### src/rtl/tmr_vote_monitor.sv
// tmr_vote_monitor: registered voter and replica health monitor for the
// triplicated c17 cone outputs (N22/N23 per replica).
// Optional build macro TMR_ERR_COUNT_EN adds per-replica saturating
// mismatch counters on err_cnt (replica i in slice i).
//
// Replica FSM states:
//   state      | meaning
//   ST_OK      | replica agrees with the vote
//   ST_SUSPECT | replica disagreed on the last cnt consecutive valid samples
//   ST_FAILED  | replica retired; sticky until fault_clr or reset
module tmr_vote_monitor #(
   parameter int WIDTH       = 2,
   parameter int FAIL_THRESH = 3
`ifdef TMR_ERR_COUNT_EN
   ,
   parameter int CNT_W       = 8
`endif
) (
   input  logic             clk,
   input  logic             rst_n,
   input  logic             in_valid,
   input  logic [WIDTH-1:0] rep_a,
   input  logic [WIDTH-1:0] rep_b,
   input  logic [WIDTH-1:0] rep_c,
   input  logic             fault_clr,
`ifdef TMR_ERR_COUNT_EN
   output logic [3*CNT_W-1:0] err_cnt,
`endif
   output logic             out_valid,
   output logic [WIDTH-1:0] out_data,
   output logic             out_err,
   output logic             mis_any,
   output logic [2:0]       rep_failed
);

   typedef enum logic [1:0] {
      ST_OK      = 2'd0,
      ST_SUSPECT = 2'd1,
      ST_FAILED  = 2'd2
   } rep_state_t;

   localparam logic [3:0] THRESH = 4'(FAIL_THRESH);

   rep_state_t       state [3];
   logic [3:0]       cnt   [3];
   logic [WIDTH-1:0] rep   [3];
   logic [WIDTH-1:0] maj;
   logic [WIDTH-1:0] vote_data;
   logic             vote_err;
   logic [2:0]       mis;
   logic             advance;

   assign rep[0] = rep_a;
   assign rep[1] = rep_b;
   assign rep[2] = rep_c;

   assign maj = (rep_a & rep_b) | (rep_a & rep_c) | (rep_b & rep_c);

   // Mismatch is only meaningful in full TMR mode; degraded modes freeze the FSMs.
   assign mis[0]  = (rep_failed == 3'b000) && (rep_a != maj);
   assign mis[1]  = (rep_failed == 3'b000) && (rep_b != maj);
   assign mis[2]  = (rep_failed == 3'b000) && (rep_c != maj);
   assign advance = in_valid && (rep_failed == 3'b000);

   // Select the voted word from the survivors named by the registered mask.
   always_comb begin
      vote_data = '0;
      vote_err  = 1'b0;
      case (rep_failed)
         3'b000: vote_data = maj;
         3'b001: begin vote_data = rep_b; vote_err = (rep_b != rep_c); end
         3'b010: begin vote_data = rep_a; vote_err = (rep_a != rep_c); end
         3'b100: begin vote_data = rep_a; vote_err = (rep_a != rep_b); end
         3'b011: begin vote_data = rep_c; vote_err = 1'b1; end
         3'b101: begin vote_data = rep_b; vote_err = 1'b1; end
         3'b110: begin vote_data = rep_a; vote_err = 1'b1; end
         default: begin vote_data = '0; vote_err = 1'b1; end
      endcase
   end

   // Per-replica health FSMs with consecutive-mismatch counters.
   always_ff @(posedge clk or negedge rst_n) begin
      if (!rst_n) begin
         for (int i = 0; i < 3; i++) begin
            state[i] <= ST_OK;
            cnt[i]   <= '0;
         end
         rep_failed <= 3'b000;
      end else if (fault_clr) begin
         for (int i = 0; i < 3; i++) begin
            state[i] <= ST_OK;
            cnt[i]   <= '0;
         end
         rep_failed <= 3'b000;
      end else if (advance) begin
         for (int i = 0; i < 3; i++) begin
            case (state[i])
               ST_OK: begin
                  if (mis[i]) begin
                     cnt[i] <= 4'd1;
                     if (THRESH == 4'd1) begin
                        state[i]      <= ST_FAILED;
                        rep_failed[i] <= 1'b1;
                     end else begin
                        state[i] <= ST_SUSPECT;
                     end
                  end
               end
               ST_SUSPECT: begin
                  if (mis[i]) begin
                     cnt[i] <= cnt[i] + 4'd1;
                     if (cnt[i] + 4'd1 == THRESH) begin
                        state[i]      <= ST_FAILED;
                        rep_failed[i] <= 1'b1;
                     end
                  end else begin
                     state[i] <= ST_OK;
                     cnt[i]   <= '0;
                  end
               end
               ST_FAILED: state[i] <= ST_FAILED;
               default:   state[i] <= ST_OK;
            endcase
         end
      end
   end

   // Output register; data/err/mis_any hold across idle cycles.
   always_ff @(posedge clk or negedge rst_n) begin
      if (!rst_n) begin
         out_valid <= 1'b0;
         out_data  <= '0;
         out_err   <= 1'b0;
         mis_any   <= 1'b0;
      end else begin
         out_valid <= in_valid;
         if (in_valid) begin
            out_data <= vote_data;
            out_err  <= vote_err;
            mis_any  <= |mis;
         end
      end
   end

`ifdef TMR_ERR_COUNT_EN
   // Saturating per-replica mismatch counters; only reset clears them.
   always_ff @(posedge clk or negedge rst_n) begin
      if (!rst_n) begin
         err_cnt <= '0;
      end else if (in_valid) begin
         for (int i = 0; i < 3; i++) begin
            if (mis[i] && (err_cnt[i*CNT_W +: CNT_W] != {CNT_W{1'b1}}))
               err_cnt[i*CNT_W +: CNT_W] <= err_cnt[i*CNT_W +: CNT_W] + CNT_W'(1);
         end
      end
   end
`endif

endmodule

### config.mk
export PLATFORM = sky130hd
export DESIGN_NAME = tmr_vote_monitor
export DESIGN_NICKNAME = d
export VERILOG_FILES = /design/src/rtl/tmr_vote_monitor.sv
export SDC_FILE = /design/constraint.sdc
export NUM_CORES = 1
export LEC_CHECK = 0
export CORE_MARGIN = 4
export CORE_UTILIZATION = 56
export CTS_CLUSTER_SIZE = 10
export DETAILED_ROUTE_END_ITERATION = 10
export PLACE_DENSITY = 0.79
export SLEW_MARGIN = 20
export SYNTH_ARGS = -nofsm -noshare
export SYNTH_HDL_FRONTEND = slang
export SYNTH_SLANG_ARGS = --single-unit
### constraint.sdc
create_clock -name clk -period 2.3 [get_ports clk]
set_input_delay 0.23 -clock clk [delete_from_list [all_inputs] [get_ports clk]]
set_output_delay 0.23 -clock clk [all_outputs]
set_load 0.005 [all_outputs]
==> summary.md, run 1 <==
| Metric | Value |
|---|---|
| Final wirelength | 4.36 mm |
| First-pass GRT wire length | 7.62 mm |
| Worst clock skew | 0.00788 ns |
| Ant. Diodes | 0 |
| Skew-Pair Late Insertion Delay | 0.32 ns |
| Final Hold Slack | 0.252 ns |
| Mapped Area | 1770 um2 |
| Most frequent cells in the layout | 26 x dfrtp_1, 23 x nor2_1, 18 x nand2_1, 18 x buf_4 |
| Iteration-0 DRC count of the detailed router | 118 |
| Drc violations | 0 |
| CTS tree | done |
| PortBufs | 17 |
| Die X | 64.3 um |
| Finished Layout Cells | 286 |
| Setup Crit Path Kind | flip-flop to flip-flop |
| FF+latch count, synth | 26 |
| XOR/XNOR share of the synthesized area | 2.47% |
| Die ar. | 4130 um2 |
| Largest cells by area after synthesis | dfrtp_1 37%, ha_1 5.6%, nor2_1 4.9% |
| Max Freq | 469 MHz |
| Most common cell after layout, fill and taps aside | dfrtp_1 |
| Synthesized-area fraction occupied by and/or/nand/nor cells | 24.4% |
| Vias | 1,710 |
| Post-Syn Area per Cell | 8.29 um2 |
| Wire per inst | 15.2 um |
| Sequential power share | 53.6% |
| Switching pwr | 0.315 mW |
| GRT Util Overall | 23.2% |
| Register area share after synthesis | 36.7% |
| CTS Hold Buffers Added | 0 |
| Worst vdd ir | 0.247 mV |
| Period minus WS final | 2.13 ns |
| Startpoint Class | flip-flop |
| Post-layout util | 69.3% |
| Starting density of the core | 58.1% |
| Unique masters post-synth | 47 |
| Slew headroom | 48.8% |
| Synth top area share | 36.7% |
| LEAKAGE | 0.913 nW |
| # clock sinks | 26 |
| RSZ-0062 raised after global routing | no |
| Final Wtd Congestion | 0.914 |
| Area Growth Syn to Fin | 19.2% |
| Footprint of the multi-input gates | 1040 um2 |
| YS warnings | 0 |
| Synth async-reset ratio | 100% |
| Nets | 262 |
| Switching share of total power | 32.1% |
| Largest family of logic cells by synthesized area | simple AND/OR/NAND/NOR gates |
| Total grt overflow | 0 |
| Top_reg_cell synth | dfrtp_1 |
| DRT Pass-1 Iters | 4 |
| Most utilized layer in the global route result | met2 |
| Max-cap violations | 0 |
| Site row count | 20 |
| Total area of sequential cells | 651 um2 |
| Worst setup EP type | flip-flop |
| Largest net degree at the start of global routing | 27 |
| Fillers | 266 |
| Logic pwr share | 25.8% |
| Setup Buffers After CTS | 0 |
| Number of global-route vias before repair | 1,584 |
| Fin crit share | 92.7% |
| Dpl hpwl | 3.21 mm |
| Part of the power in the clock network | 20.7% |
| Final setup fails | 0 |
| H-tree levels | 1 |
| Hold/Removal Path Class | input pin to async pin |
| Slew Viols, Final | 0 |
| Adder-Cell Fraction of Synth Area | 5.64% |
| Internal | 0.664 mW |
| # IOs | 18 |
| Post-synthesis compound-gate area fraction | 23.3% |
| Mux cell area share after synthesis | 2.33% |
| Met3 usage | 2.11% |
| Area leader, netlist | dfrtp_1 |
| Post-DRT Antenna Nets | 0 |
| Longest Clk Path Bufs | 2 |
| CTS root buffer | clkbuf_4 |
| Critical-path maximum fanout | 9 |
| Synthesized Nets | 232 |
| GRT met2 Usage | 38.3% |
| Post-synth EDFFs | 0 |
| Layout cells sized above 1 | 9.50% |
| Height of the chip | 64.3 um |
| Cells after synthesis | 214 |
| Dpl cells | 283 |
| Hold Fails Final Rpt | 0 |
| DR vias/cell | 5.98 |
| Worst Tran Pin Value | 0.760 ns |
| # resized after CTS | 0 |
| Pwr Density | 463 nW/um2 |
| Core area | 3050 um2 |
| Critical path arrival | 2.38 ns |
| Outcome | complete, no violations |
| CTS Buf Count | 3 |
| CP required | 2.55 ns |
| Initial antenna violation count | 0 |
| Clk slew on worst S/H paths | 0.15 ns |
| Met1 Use GR | 32.5% |
==> Yosys cell counts (4+ instances only) <==
library cell  number
nor2b_1            5
nor3_1             9
a21oi_1           17
o21a_1             4
dfrtp_1           26
nor4b_1            4
nand3_1            9
clkbuf_1           4
o31ai_1            4
nand2_1           18
nor2_1            23
ha_1               8
o21ai_0           15
o22ai_1            6
inv_1             12
==> worst max-delay path: stages (launching register included) <==
cell and delay [ns]:
dfrtp_1 0.51, or4b_1 0.73, o21ai_0 0.33, nand2_1 0.09, mux2_2 0.26, o22ai_1 0.15
==> path summary, 6_finish.rpt <==
| path | start | to | slack [ns] | cells after the start |
|---|---|---|---|---|
| setup / recovery | rep_failed[2] | cnt[6] | 0.17 | 5 |
| hold / removal | rst_n | rep_failed[2] | 0.25 | 2 |
| setup reg to reg | rep_failed[2] | cnt[6] | 0.17 | 5 |
| hold reg to reg | out_err | out_err | 0.51 | 2 |
| max in group asynchronous | rst_n | cnt[1] | 1.77 | 2 |
| min in group clk | out_err | out_err | 0.51 | 2 |
==> state kept, by name (all words and copies together), names as in the netlist <==
register and cells:
rep_failed 3, mis_any 1, state 6, cnt 12, out_err 1, out_data 2, out_valid 1
==> stage by stage <==
step	instance area, um2	setup TNS (ns)	power (mW)	setup WS, ns
2_1_floorplan	1770	0	0.667	0.448
3_3_place_gp	2090	0	0.767	0.102
3_5_place_dp	2090	-0.211	0.778	-0.118
4_1_cts	2110	0	0.978	0.195
5_1_grt	2110	0	1.04	0.0424
6_report	2110	0	0.979	0.167
==> power by group through the flow <==
stage	Clock, mW	Sequential [mW]	Combinational, mW
global route	0.224	0.532	0.288
detailed placement	0	0.532	0.245
floorplan	0	0.524	0.143
finish	0.202	0.524	0.252
CTS	0.207	0.524	0.248
global placement	0	0.530	0.237
==> cell type report <==
cell class                      instances  area share, %
Multi-Input combinational cell        166           49.0
Clock buffer                            3           1.07
Sequential cell                        26           30.8
Timing Repair Buffer                   35           14.4
Tap cell                               44           2.60
Inverter                               12           2.13
==> kinds of logic (layout without fill, tap and decap cells) <==
kind of cell               after synthesis  after routing
buffers and inverters                   22             50
adders and majority gates                8              8
xor gates and xnor gates                 5              5
AOI/OAI and AO/OA                       64             64
DFF                                     26             26
and+or+nand+nor                         85             85
muxes                                    4              4
==> routing by layer <==
metal  share of wire, %  up-vias
met4               0.48        0
met1                 46      812
met5                  0        -
met2                 48       60
li1                   -      836
met3                4.7        2
Power figures use the tool's default switching activity.
==> inputs of run 2 (changes only) <==
Settings changed: HOLD_SLACK_MARGIN set to 0.03.
==> results of run 2 <==
Same layout as run 1: the final DEF is identical, and so are final timing and power.
==> inputs of run 3 (changes only) <==
Settings changed: CORE_UTILIZATION 56 to 55, PLACE_DENSITY 0.79 to 0.78.
==> run 3 against run 2 <==
Effect of this change: sequential share of layout area decreased by 0.13 points; utilization decreased by 0.28 points; worst hold slack improved by 0.0031 ns; largest power group unchanged.
==> summary.md, run 3 (synthesized netlist as in run 1, its figures left out) <==
| Metric | Value |
|---|---|
| Critical-path maximum fanout | 9 (unchanged) |
| Slew Viols, Final | 0 (unchanged) |
| Pwr Density | 477 nW/um2 (+3.0%) |
| Die X | 64.8 um (+0.79%) |
| DR vias/cell | 5.93 (-0.87%) |
| Most common cell after layout, fill and taps aside | dfrtp_1 |
| Most frequent cells in the layout | 26 x dfrtp_1, 23 x nor2_1, 18 x nand2_1, 18 x buf_4 |
| Post-DRT Antenna Nets | 0 (unchanged) |
| Worst Tran Pin Value | 0.664 ns (-0.0965 ns) |
| Outcome | complete, no violations |
| Die ar. | 4200 um2 (+1.6%) |
| Number of global-route vias before repair | 1,617 (+2.1%) |
| Clk slew on worst S/H paths | 0.14 ns (about the same) |
| Largest register FFs | 12 (unchanged) |
| Total grt overflow | 0 (unchanged) |
| Final wirelength | 4.36 mm (about the same) |
| Area Growth Syn to Fin | 19.7% |
| Startpoint Class | flip-flop |
| Dpl hpwl | 3.21 mm (+0.19%) |
| Final setup margin | 0.113 ns (-0.0540 ns) |
| Max Freq | 457 MHz (-2.5%) |
| CTS Buf Count | 3 (unchanged) |
| Worst vdd ir | 0.265 mV (+7.4%) |
| CTS root buffer | clkbuf_4 |
| # clock sinks | 26 (unchanged) |
| Hold/Removal Path Class | input pin to async pin |
| LEAKAGE | 0.920 nW (+0.71%) |
| GRT Util Overall | 22.9% (-0.25 points) |
| Drc violations | 0 (unchanged) |
| Layout cells sized above 1 | 9.47% (-0.039 points) |
| Site row count | 20 (unchanged) |
| Nets | 262 (unchanged) |
| Final Wtd Congestion | 0.906 (-0.86%) |
| First-pass GRT wire length | 7.49 mm (-1.7%) |
| Setup Buffers After CTS | 0 (unchanged) |
| Worst clock skew | 0.00566 ns (-0.00221 ns) |
| Period minus WS final | 2.19 ns (+0.0540 ns) |
| Largest net degree at the start of global routing | 27 (unchanged) |
| Setup Crit Path Kind | flip-flop to flip-flop |
| R2R cell count | 4 (-1) |
| Core area | 3080 um2 (+0.82%) |
| Iteration-0 DRC count of the detailed router | 101 (-14%) |
| DRT Pass-1 Iters | 4 (unchanged) |
| Initial antenna violation count | 0 (unchanged) |
| Post-layout util | 69.0% (-0.28 points) |
| CP required | 2.51 ns (-0.04 ns) |
| PortBufs | 17 (unchanged) |
| Wire per inst | 15.2 um (-0.37%) |
| Starting density of the core | 57.6% (-0.47 points) |
| CTS Hold Buffers Added | 0 (unchanged) |
| Most flops, register | cnt |
| Critical path arrival | 2.40 ns (+0.02 ns) |
| Hold Fails Final Rpt | 0 (unchanged) |
| Register-to-register setup slack | 0.11 ns (-0.05 ns) |
| CTS tree | done |
| RSZ-0062 raised after global routing | no |
| Worst setup EP type | flip-flop |
| Fin crit share | 95.1% (+2.3 points) |
| Height of the chip | 64.8 um (+0.79%) |
| Slew headroom | 55.4% (+6.5 points) |
| Crit Reg-Reg Endpoint | cnt[1] |
| # resized after CTS | 0 (unchanged) |
| Final setup fails | 0 (unchanged) |
| Final Hold Slack | 0.255 ns (+0.00310 ns) |
| H-tree levels | 1 (unchanged) |
| Ant. Diodes | 0 (unchanged) |
| Max-cap violations | 0 (unchanged) |
| Longest Clk Path Bufs | 2 (unchanged) |
| Place WS | -0.00357 ns (+0.114 ns) |
| Largest regs | cnt x12, state x6, rep_failed x3 |
| Reg2Reg Launch Point | rep_failed[2] |
| Vias | 1,701 (-0.53%) |
| Skew-Pair Late Insertion Delay | 0.33 ns (about the same) |
| # IOs | 18 (unchanged) |
## run 3: cell types whose count changed in the layout (fill, tap and decap cells not counted), sizes merged
cell,previous run,this run
clkbuf,3,4
## run 3: worst max path at each step
stage / from / to / slack, ns / cells past startpoint
finish: rep_failed[2] / cnt[1] / 0.11 / 4
global route: rep_failed[2] / cnt[1] / 0.04 / 4
CTS: rep_failed[2] / cnt[1] / 0.14 / 4
detailed placement: rep_b[0] / cnt[11] / -0.004 / 7
global placement: rep_b[0] / cnt[11] / 0.08 / 7
floorplan: rep_failed[2] / cnt[3] / 0.45 / 5
## run 3: stage by stage
step	instances	cell area (um2)	total power, mW	TNS, ns
floorplan	214	1770	0.667	0
global placement	283	2090	0.764	0
finish	287	2120	1.01	0
global route	287	2120	1.07	0
detailed placement	283	2090	0.777	-0.00357
CTS	287	2120	1.01	0
## run 3: layer usage
metal | global-route usage (%) | vias to the layer above | wire length, um
met2 | 37.5 | 44 | 2130
met1 | 31.0 | 808 | 2000
met5 | 0 | - | 0
li1 | - | 840 | -
met3 | 3.81 | 9 | 153
met4 | 6.86 | 0 | 72
## run 3: final cells by class
cell class	instances	area, um2
sequential	26	651
tap	44	55.1
timing repair buffer	35	305
multi-input combinational	166	1030
inverter	12	45.0
clock buffer	4	36.3
fill	268	955
## run 3: power breakdown
group,leakage [nW],internal (mW),switching (mW)
registers,0.346,0.487,0.0386
clock network,0.0210,0.0971,0.142
logic,0.553,0.113,0.134
## run 3: critical path, cell delays in order, from the launching register on
cell	delay, ns
dfrtp_1	0.41
or4b_1	0.69
o21ai_0	0.31
o31ai_1	0.22
o41ai_1	0.44
